## src/rtl/dffsre_lut8_serializer.sv

```systemverilog
// rtl/dffsre_lut8_serializer.sv - parallel-load serializer with valid/ready output and frame-done pulse
//
// Captures the registered dffsre/LUT word on LOAD and shifts it out one bit per
// accepted transfer (SO_VALID & SO_READY at posedge C). DONE pulses for one
// cycle when the last bit of a frame has been accepted.
//
// Optional feature macro: DFFSRE_SER_PARITY_EN
//   defined   - an even-parity bit of the captured word follows the data bits
//               (frame = WIDTH+1 bits)
//   undefined - frame = WIDTH data bits, no parity state or logic
//
// Parameters:
//   WIDTH      data bits per frame (>= 2)
//   MSB_FIRST  0: bit 0 first, 1: bit WIDTH-1 first
//
// Ports:
//   C         in   clock, all logic on posedge
//   R         in   synchronous active-low reset
//   Q_IN      in   parallel word to serialize
//   LOAD      in   capture request, honoured only while idle
//   SO_READY  in   sink accepts SO this cycle
//   SO        out  serial data bit (0 while idle)
//   SO_VALID  out  SO holds a valid bit
//   BUSY      out  frame in progress
//   DONE      out  one-cycle pulse after the last bit of a frame is accepted
//   CNT       out  data bits accepted in the current frame

module dffsre_lut8_serializer #(
    parameter int WIDTH     = 8,
    parameter bit MSB_FIRST = 1'b0
) (
    input  logic                       C,
    input  logic                       R,
    input  logic [WIDTH-1:0]           Q_IN,
    input  logic                       LOAD,
    input  logic                       SO_READY,
    output logic                       SO,
    output logic                       SO_VALID,
    output logic                       BUSY,
    output logic                       DONE,
    output logic [$clog2(WIDTH+1)-1:0] CNT
);

    localparam int CW = $clog2(WIDTH + 1);

    localparam logic [1:0] ST_IDLE  = 2'd0;
    localparam logic [1:0] ST_SHIFT = 2'd1;
`ifdef DFFSRE_SER_PARITY_EN
    localparam logic [1:0] ST_PAR   = 2'd2;
`endif

    logic [1:0]       state;
    logic [WIDTH-1:0] shreg;
    logic [WIDTH-1:0] shreg_nxt;
    logic             last_data;
`ifdef DFFSRE_SER_PARITY_EN
    logic             par_bit;
`endif

    // The bit on SO is always the head of the shift register; a transfer
    // moves the next bit into the head position.
    function automatic logic head(input logic [WIDTH-1:0] w);
        return MSB_FIRST ? w[WIDTH-1] : w[0];
    endfunction

    always_comb begin
        shreg_nxt = '0;
        if (MSB_FIRST) begin
            shreg_nxt = {shreg[WIDTH-2:0], 1'b0};
        end else begin
            shreg_nxt = {1'b0, shreg[WIDTH-1:1]};
        end
    end

    assign last_data = (CNT == CW'(WIDTH - 1));
    assign BUSY      = (state != ST_IDLE);
    assign SO_VALID  = BUSY;

    always_comb begin
        SO = 1'b0;
        if (state == ST_SHIFT) begin
            SO = head(shreg);
        end
`ifdef DFFSRE_SER_PARITY_EN
        else if (state == ST_PAR) begin
            SO = par_bit;
        end
`endif
    end

    always_ff @(posedge C) begin
        if (!R) begin
            state <= ST_IDLE;
            shreg <= '0;
            CNT   <= '0;
            DONE  <= 1'b0;
`ifdef DFFSRE_SER_PARITY_EN
            par_bit <= 1'b0;
`endif
        end else begin
            DONE <= 1'b0;
            case (state)
                ST_IDLE: begin
                    // LOAD in the DONE cycle lands here too, so frames can
                    // run with a single idle cycle between them.
                    if (LOAD) begin
                        shreg <= Q_IN;
                        CNT   <= '0;
                        state <= ST_SHIFT;
`ifdef DFFSRE_SER_PARITY_EN
                        par_bit <= ^Q_IN;
`endif
                    end
                end
                ST_SHIFT: begin
                    // SO_VALID is high in this state, so SO_READY alone
                    // qualifies a transfer; without it everything holds.
                    if (SO_READY) begin
                        shreg <= shreg_nxt;
                        if (last_data) begin
`ifdef DFFSRE_SER_PARITY_EN
                            state <= ST_PAR;
                            CNT   <= CW'(WIDTH);
`else
                            state <= ST_IDLE;
                            CNT   <= '0;
                            DONE  <= 1'b1;
`endif
                        end else begin
                            CNT <= CNT + 1'b1;
                        end
                    end
                end
`ifdef DFFSRE_SER_PARITY_EN
                ST_PAR: begin
                    if (SO_READY) begin
                        state <= ST_IDLE;
                        CNT   <= '0;
                        DONE  <= 1'b1;
                    end
                end
`endif
                default: begin
                    state <= ST_IDLE;
                    CNT   <= '0;
                end
            endcase
        end
    end

endmodule

```

## config.mk

```make
export PLATFORM = sky130hd
export DESIGN_NAME = dffsre_lut8_serializer
export DESIGN_NICKNAME = d
export VERILOG_FILES = /design/src/rtl/dffsre_lut8_serializer.sv
export SDC_FILE = /design/constraint.sdc
export NUM_CORES = 1
export LEC_CHECK = 0
export ABC_AREA = 1
export CAP_MARGIN = 10
export CORE_UTILIZATION = 49
export DETAILED_ROUTE_END_ITERATION = 16
export PLACE_DENSITY = 0.78
export SETUP_SLACK_MARGIN = 0.3
export SLEW_MARGIN = 20
export SYNTH_ARGS = -nofsm -noshare
export SYNTH_HDL_FRONTEND = slang
export SYNTH_SLANG_ARGS = --single-unit
```

## constraint.sdc

```tcl
create_clock -name C -period 2.41 [get_ports C]
set_input_delay 0.482 -clock C [delete_from_list [all_inputs] [get_ports C]]
set_output_delay 0.482 -clock C [all_outputs]
set_load 0.005 [all_outputs]
```

==> results.py, run 1 <==
metrics = {
    "setup_path": {
        "crit_arrival_ns": 1.43,
        "cpPeakStageDelay_ns": 0.49,
        "critPathSlowestCell": "clkdlybuf4s50_1",
        "path_cells": "buf_4 -> nand2_1 -> inv_1 -> clkdlybuf4s50_1",
        "crit_fanout": 13,
        "path_class": "flip-flop to primary output",
        "worstSetupEndpointType": "primary output",
        "critPathRequiredTime_ns": 1.93,
        "crit_path_start_kind": "flip-flop",
    },
    "synth": {
        "syn-num-nets": 109,
        "yosys-mux-area-fraction": 0,
        "synth_xor_xnor_area_share": 0,
        "synth_top_family_by_area": "simple AND/OR/NAND/NOR gates",
        "syn_inst": 96,
        "synth.distinct_cells": 23,
        "synth_compound_area_frac": 0.120,
        "syn_area_um2": 731,
        "synthSimpleGateAreaFrac": 0.406,
        "synth_seq_cells": 14,
        "synth_warnings": 0,
        "ys_seq_area_frac": 0.384,
        "syn_avg_cell_area_um2": 7.61,
        "synth_fa_ha_area_frac": 0.0171,
    },
    "final_layout": {
        "area_growth_pct": 31.3,
        "drive_above_1_share": 0.188,
        "final-seq-area_um2": 280,
        "insertedDiodeCount": 0,
        "fill_cells": 112,
        "multi_input_area_um2": 397,
        "fin_nets": 131,
    },
    "clock_tree": {
        "cts_tree": "done",
        "clk_pin_slew_worst_paths_ns": 0.09,
        "root_buffer": "clkbuf_4",
        "cts_buffer_depth": 2,
        "cts_hold_buf": 0,
        "cts_resized": 0,
        "cts_made_buffers": 3,
        "htree_levels": 1,
        "clock-sinks": 14,
        "clock_latency_ns": 0.29,
        "cts_setup_buffers": 0,
    },
    "timing": {
        "clock.fmax_mhz": 522,
        "setup_tns_ns": 0,
        "grt_setup_unrepaired": "no",
        "period_needed_ns": 1.92,
        "relSlewSlack": 0.777,
        "tightest_slew_ns": 0.333,
        "setup_viol": 0,
        "final-hold-violation-count": 0,
        "timing.final.crit_share": 0.795,
        "slew_violations": 0,
        "final.setup_skew_ns": 0.00172,
        "fin_ws_ns": 0.493,
    },
    "route": {
        "drt_iter0_markers": 4,
        "drt-wirelength-per-cell_um": 10.8,
        "drcViolationCount": 0,
        "postRouteWirelength_um": 1430,
        "drt_first_pass_iters": 4,
        "vias_per_cell": 4.92,
        "vias": 649,
        "drtAntennaViolNets": 0,
    },
    "floorplanning": {
        "die_y_um": 40.6,
        "rows": 13,
        "pin_count": 20,
        "fp.dieW_um": 40.6,
        "initial_utilization": 0.541,
        "core_area_um2": 1350,
        "fp.dieArea_um2": 1650,
    },
    "place": {
        "finalWeightedCongestion": 0.700,
        "post-place-ws_ns": 0.796,
        "port_buffers": 19,
        "post-dp-hpwl_um": 1050,
    },
    "global_route": {
        "grt_max_degree": 14,
        "antenna_found_initial": 0,
        "overflow": 0,
        "track_usage": 0.214,
        "first_global_vias": 521,
        "grt_first_pass_wirelength_um": 2190,
    },
    "pwr": {
        "power.total_mw": 0.529,
        "vdd_drop_max_mv": 0.410,
        "power_leakage_nw": 0.421,
        "power_per_cell_area_nw_per_um2": 551,
    },
    "flow_run": {
        "max_cap_viol_count": 0,
    },
    "worst_hold_path": {
        "hold_class": "flip-flop to flip-flop",
    },
    "run_status": {
        "status": "completed",
    },
}
-- final timing paths --
kind | startpoint | end | slack, ns | cells past startpoint
worst min register to register | shreg[7]$_SDFFE_PN0P_ | shreg[7]$_SDFFE_PN0P_ | 0.47 | 2
worst max register to register | state[0]$_SDFFE_PN0P_ | shreg[3]$_SDFFE_PN0P_ | 1.19 | 6
worst max-delay path | state[0]$_SDFFE_PN0P_ | SO | 0.49 | 4
worst min-delay path | shreg[7]$_SDFFE_PN0P_ | shreg[7]$_SDFFE_PN0P_ | 0.47 | 2
-- placed cells by master, fill, tap and decap left out, types with 2 or more instances in the layout --
cell type / instances
inv_1: 2
nand2_4: 2
inv_2: 3
clkbuf_4: 3
o21ai_1: 2
clkdlybuf4s50_1: 19
dfxtp_1: 14
o21ai_0: 6
nand3_1: 3
nor2_1: 18
nand2_8: 2
nand2_1: 27
nand2_2: 2
a21oi_2: 4
-- area by class of cell --
cell class	count	share of cell area
inverter	6	0.0313
timing repair buffer	20	0.206
multi-input combinational	73	0.413
clock buffer	4	0.0378
sequential	14	0.292
tap	15	0.0196
-- routing by layer --
metal | share of wire | global-route usage
met5 | 0 | 0
met4 | 0.027 | 0.150
met3 | 0.040 | 0.0815
met2 | 0.45 | 0.317
met1 | 0.48 | 0.251
-- Yosys cell counts --
cell | count | area share
nand2_1 | 27 | 0.14
nor2_1 | 18 | 0.092
dfxtp_1 | 14 | 0.38
o21ai_0 | 6 | 0.041
a21oi_2 | 4 | 0.048
inv_2 | 3 | 0.015
nand3_1 | 3 | 0.021
inv_1 | 2 | 0.010
nand2_2 | 2 | 0.017
nand2_4 | 2 | 0.031
nand2_8 | 2 | 0.055
o21ai_1 | 2 | 0.014
a21oi_1 | 1 | 0.0068
buf_2 | 1 | 0.0068
buf_4 | 1 | 0.010
buf_6 | 1 | 0.015
ha_1 | 1 | 0.017
inv_8 | 1 | 0.015
nand3_2 | 1 | 0.014
nand4_1 | 1 | 0.0086
nor2_4 | 1 | 0.015
nor3_2 | 1 | 0.014
o21a_1 | 1 | 0.010
-- logic make-up after synthesis --
family | Yosys count
AO/OA/AOI/OAI | 14
adder cells (fa/ha/maj) | 1
buffers and inverters | 9
flip-flops | 14
AND/OR/NAND/NOR | 58
-- power breakdown --
part	switching (mW)	internal [mW]	leakage [nW]	total, mW
registers	0.00815	0.246	0.115	0.254
clock network	0.0828	0.0921	0.0210	0.175
logic	0.0529	0.0471	0.285	0.100
total	0.144	0.385	0.421	0.529
-- critical path: cells and delay by family, from the launching register on --
family        cells  cell delay [ns]
flops             1             0.32
simple gates      1             0.08
buf+inv           3             0.76
-- stage by stage --
step | cells | util | hold slack, ns | cell area (um^2)
detailed placement | 128 | 0.684 | 0.460 | 923
global placement | 128 | 0.684 | 0.458 | 923
global route | 132 | 0.711 | 0.497 | 960
CTS | 132 | 0.711 | 0.474 | 960
finish | 132 | 0.711 | 0.470 | 960
floorplan | 96 | - | 0.444 | 731
-- sequential cells by signal (all words and copies together) (netlist names) --
register	count
shreg	8
CNT	4
DONE	1
state	1
(Power assumes the default switching activity.)
==> inputs of run 2 (changes only) <==
--- a/config.mk
+++ b/config.mk
@@ -7,9 +7,9 @@
 export LEC_CHECK = 0
 export ABC_AREA = 1
 export CAP_MARGIN = 10
-export CORE_UTILIZATION = 49
+export CORE_UTILIZATION = 45
 export DETAILED_ROUTE_END_ITERATION = 16
-export PLACE_DENSITY = 0.78
+export PLACE_DENSITY = 0.72
 export SETUP_SLACK_MARGIN = 0.3
 export SLEW_MARGIN = 20
 export SYNTH_ARGS = -nofsm -noshare
==> constraint.sdc (replaced) <==
create_clock -name C -period 2 [get_ports C]
set_input_delay 0.4 -clock C [delete_from_list [all_inputs] [get_ports C]]
set_output_delay 0.4 -clock C [all_outputs]
set_load 0.005 [all_outputs]
==> run 2 against run 1 <==
First-iteration DRC count grew to 3.5 times the previous value. Sequential power is 21% higher. Critical endpoint is now CNT[3]. Core utilization is 6.6 points lower. Via count is 0.15% lower. Critical path type unchanged. Largest power group unchanged. Flip-flop and latch count stayed put.
==> results.py, run 2 (synthesis gave the netlist of run 1 again) <==
metrics = {
    "setup_path": {
        "path_cells": "clkdlybuf4s50_1",
        "worstSetupEndpointType": "primary output",
        "crit_fanout": 7,
        "path_class": "flip-flop to primary output",
        "crit_path_start_kind": "flip-flop",
        "cpPeakStageDelay_ns": 0.53,
        "crit_family": "buffers and inverters",
        "critPathSlowestCell": "clkdlybuf4s50_1",
        "path_buf_inv": 1,
        "critPathRequiredTime_ns": 1.60,
        "crit_arrival_ns": 1.23,
    },
    "pwr": {
        "sw_frac_of_total": 0.271,
        "vdd_drop_max_mv": 0.421,
        "p_clk_frac": 0.264,
        "power_per_cell_area_nw_per_um2": 604,
        "power_frac_seq": 0.525,
        "p_switching_mw": 0.159,
        "power_leakage_nw": 0.426,
        "pwr-share-comb": 0.211,
        "p_int_mw": 0.428,
    },
    "floorplanning": {
        "fp.dieArea_um2": 1790,
        "fp.dieW_um": 42.3,
        "rows": 14,
        "initial_utilization": 0.485,
        "pin_count": 20,
        "core_area_um2": 1510,
        "die_y_um": 42.3,
    },
    "timing": {
        "grt_setup_unrepaired": "no",
        "relSlewSlack": 0.800,
        "slew_violations": 0,
        "period_needed_ns": 1.63,
        "final-hold-violation-count": 0,
        "clock.fmax_mhz": 614,
        "setup_tns_ns": 0,
        "holdWs_ns": 0.464,
        "final.setup_skew_ns": 0.00128,
        "setup_viol": 0,
        "timing.final.crit_share": 0.814,
        "tightest_slew_ns": 0.299,
    },
    "route": {
        "drt_iter0_markers": 14,
        "drt_first_pass_iters": 4,
        "vias_per_cell": 4.84,
        "drt-wirelength-per-cell_um": 10.1,
        "drtAntennaViolNets": 0,
        "postRouteWirelength_um": 1350,
        "drcViolationCount": 0,
        "vias": 648,
    },
    "global_route": {
        "grt_first_pass_wirelength_um": 2570,
        "overflow": 0,
        "antenna_found_initial": 0,
        "grt_max_degree": 11,
        "first_global_vias": 645,
        "track_usage": 0.187,
    },
    "final_layout": {
        "layout_common_cells": "nand2_1 (27), clkdlybuf4s50_1 (19), nor2_1 (18)",
        "final_cell_area_um2": 971,
        "multi_input_area_um2": 397,
        "layout.cells.most_common": "nand2_1",
        "utilization": 0.645,
        "insertedDiodeCount": 0,
        "largest-register": "shreg",
        "fin_nets": 133,
        "reg_top3": "shreg: 8 flops, CNT: 4 flops",
        "area_growth_pct": 32.9,
        "fill_cells": 131,
        "largest_reg_flops": 8,
        "fin_cells": 134,
        "final-seq-area_um2": 285,
        "drive_above_1_share": 0.229,
    },
    "worst_hold_path": {
        "hold_class": "flip-flop to flip-flop",
    },
    "run_status": {
        "status": "completed",
    },
    "clock_tree": {
        "cts_hold_buf": 0,
        "htree_levels": 1,
        "clock_latency_ns": 0.27,
        "cts_tree": "done",
        "cts_buffer_depth": 2,
        "root_buffer": "clkbuf_4",
        "clk_pin_slew_worst_paths_ns": 0.08,
        "clock-sinks": 14,
        "cts_made_buffers": 3,
    },
    "place": {
        "post-dp-hpwl_um": 951,
        "dpl_cell_area_um2": 925,
        "finalWeightedCongestion": 0.770,
        "dp.cells": 129,
        "port_buffers": 19,
    },
    "flow_run": {
        "max_cap_viol_count": 0,
    },
}
## run 2: cell types whose count changed in the layout (fill, tap and decap cells not counted), sizes merged
cell / previous run / this run
clkbuf: 4 / 3
buf: 1 / 3
## run 2: timing repair
action                     CTS  global route
buffers inserted             2             0
setup endpoints to repair    3             3
resized for setup            2             3
## run 2: per-layer routing
layer  GRT usage  vias up  share of wire
li1            -      352              -
met1       0.249      276           0.51
met2       0.286       15           0.42
met3      0.0259        5          0.040
met4       0.113        0          0.025
met5           0        -              0
## run 2: final timing paths
| path | slack [ns] | to | from | cells after the start |
|---|---|---|---|---|
| max | 0.37 | CNT[3] | CNT[3]$_SDFFE_PN0P_ | 1 |
| min reg2reg | 0.46 | shreg[7]$_SDFFE_PN0P_ | shreg[7]$_SDFFE_PN0P_ | 2 |
| max reg2reg | 0.74 | shreg[2]$_SDFFE_PN0P_ | state[0]$_SDFFE_PN0P_ | 8 |
| min | 0.46 | shreg[7]$_SDFFE_PN0P_ | shreg[7]$_SDFFE_PN0P_ | 2 |
## run 2: layout make-up
class / instances / area share
multi-input combinational: 73 / 0.409
sequential: 14 / 0.294
timing repair buffer: 22 / 0.223
inverter: 6 / 0.0309
clock buffer: 3 / 0.0232
tap: 16 / 0.0206
## run 2: through the flow
stage	setup WS, ns	total power [mW]
2_1_floorplan	0.844	0.388
6_report	0.372	0.586
5_1_grt	0.323	0.624
4_1_cts	0.338	0.590
3_5_place_dp	0.500	0.433
3_3_place_gp	0.519	0.431
## run 2: power groups by stage
stage / logic, mW / clock network [mW] / registers [mW]
6_report: 0.124 / 0.155 / 0.308
5_1_grt: 0.139 / 0.174 / 0.311
4_1_cts: 0.124 / 0.158 / 0.307
3_5_place_dp: 0.119 / 0 / 0.313
3_3_place_gp: 0.118 / 0 / 0.313
2_1_floorplan: 0.0760 / 0 / 0.312
==> inputs of run 3 (changes only) <==
--- a/config.mk
+++ b/config.mk
@@ -7,9 +7,9 @@
 export LEC_CHECK = 0
 export ABC_AREA = 1
 export CAP_MARGIN = 10
-export CORE_UTILIZATION = 45
+export CORE_UTILIZATION = 41
 export DETAILED_ROUTE_END_ITERATION = 16
-export PLACE_DENSITY = 0.72
+export PLACE_DENSITY = 0.7
 export SETUP_SLACK_MARGIN = 0.3
 export SLEW_MARGIN = 20
 export SYNTH_ARGS = -nofsm -noshare
==> constraint.sdc (replaced) <==
create_clock -name C -period 1.48 [get_ports C]
set_input_delay 0.296 -clock C [delete_from_list [all_inputs] [get_ports C]]
set_output_delay 0.296 -clock C [all_outputs]
set_load 0.005 [all_outputs]
==> run 3 against run 2 <==
Hold slack got worse by 0.0021 ns. Largest cell class unchanged. Critical endpoint is now SO. Sequential share of layout area decreased by 3.8 points. Total power is 56% higher. Combinational power grew 81%. Largest power group unchanged. Critical path type unchanged. Global-route usage increased by 1.5 points. Sequential power is 34% higher. First-iteration DRC count is 29% lower. Highest routed layer unchanged. Non-clock buffer count is 10 higher.
==> results.py, run 3 (synthesis gave the netlist of run 1 again) <==
metrics = {
    "final_layout": {
        "layout_common_cells": "nand2_1 (26), nor2_1 (12), clkdlybuf4s50_1 (11)",
        "largest-register": "shreg",
        "drive_above_1_share": 0.405,
        "insertedDiodeCount": 0,
        "reg_top3": "shreg: 8 flops, CNT: 4 flops",
        "largest_reg_flops": 8,
        "fin_nets": 145,
        "layout.cells.most_common": "nand2_1",
        "area_growth_pct": 57.5,
        "final_cell_area_um2": 1150,
    },
    "setup_path": {
        "reg2reg_depth": 8,
        "crit_fanout": 3,
        "path_class": "flip-flop to primary output",
        "worstSetupEndpointType": "primary output",
        "critPathRequiredTime_ns": 1.18,
        "crit_path_start_kind": "flip-flop",
        "rrSetupSlack_ns": 0.29,
        "crit_arrival_ns": 0.91,
    },
    "clock_tree": {
        "cts_made_buffers": 3,
        "root_buffer": "clkbuf_4",
        "htree_levels": 1,
        "cts_hold_buf": 0,
        "cts_buffer_depth": 2,
        "clock_latency_ns": 0.29,
        "clock-sinks": 14,
        "cts_tree": "done",
        "clk_pin_slew_worst_paths_ns": 0.09,
    },
    "place": {
        "post-dp-hpwl_um": 1060,
        "port_buffers": 19,
        "dpl_cell_area_um2": 940,
        "finalWeightedCongestion": 0.780,
    },
    "timing": {
        "relSlewSlack": 0.826,
        "holdWs_ns": 0.462,
        "setup_viol": 0,
        "final-hold-violation-count": 0,
        "clock.fmax_mhz": 826,
        "slew_violations": 0,
        "grt_setup_unrepaired": "yes",
        "timing.final.crit_share": 0.818,
        "tightest_slew_ns": 0.260,
        "period_needed_ns": 1.21,
        "setup_tns_ns": 0,
        "final.setup_skew_ns": 0.00961,
    },
    "floorplanning": {
        "initial_utilization": 0.463,
        "rows": 14,
        "die_y_um": 44.2,
        "fp.dieArea_um2": 1950,
        "pin_count": 20,
        "fp.dieW_um": 44.2,
        "core_area_um2": 1580,
    },
    "route": {
        "vias_per_cell": 4.88,
        "postRouteWirelength_um": 1770,
        "drtAntennaViolNets": 0,
        "vias": 718,
        "drt-wirelength-per-cell_um": 12.0,
        "drt_first_pass_iters": 6,
        "drt_iter0_markers": 10,
        "drcViolationCount": 0,
    },
    "pwr": {
        "power_leakage_nw": 0.509,
        "power_per_cell_area_nw_per_um2": 796,
        "vdd_drop_max_mv": 0.932,
        "power.total_mw": 0.916,
    },
    "flow_run": {
        "max_cap_viol_count": 0,
    },
    "worst_hold_path": {
        "hold_class": "flip-flop to flip-flop",
        "hold_depth": 2,
    },
    "global_route": {
        "overflow": 0,
        "antenna_found_initial": 0,
        "track_usage": 0.202,
        "grt_max_degree": 11,
        "first_global_vias": 608,
        "grt_first_pass_wirelength_um": 2770,
    },
    "run_status": {
        "status": "completed",
    },
}
-- run 3: cell count changes in the layout (fill, tap and decap cells not counted), sizes merged --
cell,change
buf,+12
clkbuf,+2
clkdlybuf4s15,+4
clkdlybuf4s50,-8
clkinv,+2
dlygate4sd2,+1
inv,-1
nand2,+1
-- run 3: path summary, 6_finish.rpt --
path                              start                     to
setup / recovery  state[0]$_SDFFE_PN0P_                     SO
hold / removal    shreg[7]$_SDFFE_PN0P_  shreg[7]$_SDFFE_PN0P_
setup reg to reg  state[0]$_SDFFE_PN0P_  shreg[0]$_SDFFE_PN0P_
hold reg to reg   shreg[7]$_SDFFE_PN0P_  shreg[7]$_SDFFE_PN0P_
-- run 3: area by class of cell --
cell class / instances / area, um^2
sequential: 14 / 294
multi-input combinational: 74 / 447
timing repair buffer: 32 / 298
clock buffer: 4 / 36.3
timing repair inverter: 1 / 8.76
fill: 134 / 425
tap: 16 / 20.0
inverter: 6 / 47.5
-- run 3: timing repair --
action                     CTS  global route
pin swaps                    0             3
setup endpoints to repair   20            17
gates resized for setup     31            20
gates cloned                 0             2
buffers inserted             3             7
-- run 3: routing by layer --
metal,global-route usage,up-vias,wire [um]
met3,0.0857,2,69
met1,0.248,325,791
met5,0,-,0
met4,0.0909,0,17
li1,-,376,-
met2,0.306,15,892
-- run 3: stage by stage --
stage | cells | setup slack [ns] | util
finish | 147 | 0.269 | 0.730
global route | 147 | 0.219 | 0.730
CTS | 138 | 0.259 | 0.648
detailed placement | 131 | 0.0690 | 0.596
global placement | 131 | 0.107 | 0.596
floorplan | 96 | 0.324 | -
-- run 3: where the power goes --
part	switching, mW	internal, mW	total (mW)
clock	0.129	0.150	0.279
sequential	0.0148	0.397	0.412
combinational	0.115	0.111	0.225
total	0.258	0.658	0.916
-- run 3: critical path, stage by stage (launching register included) --
cell     delay [ns]
dfxtp_2        0.33
buf_6          0.12
nand2_2        0.05
inv_2          0.03
buf_6          0.10
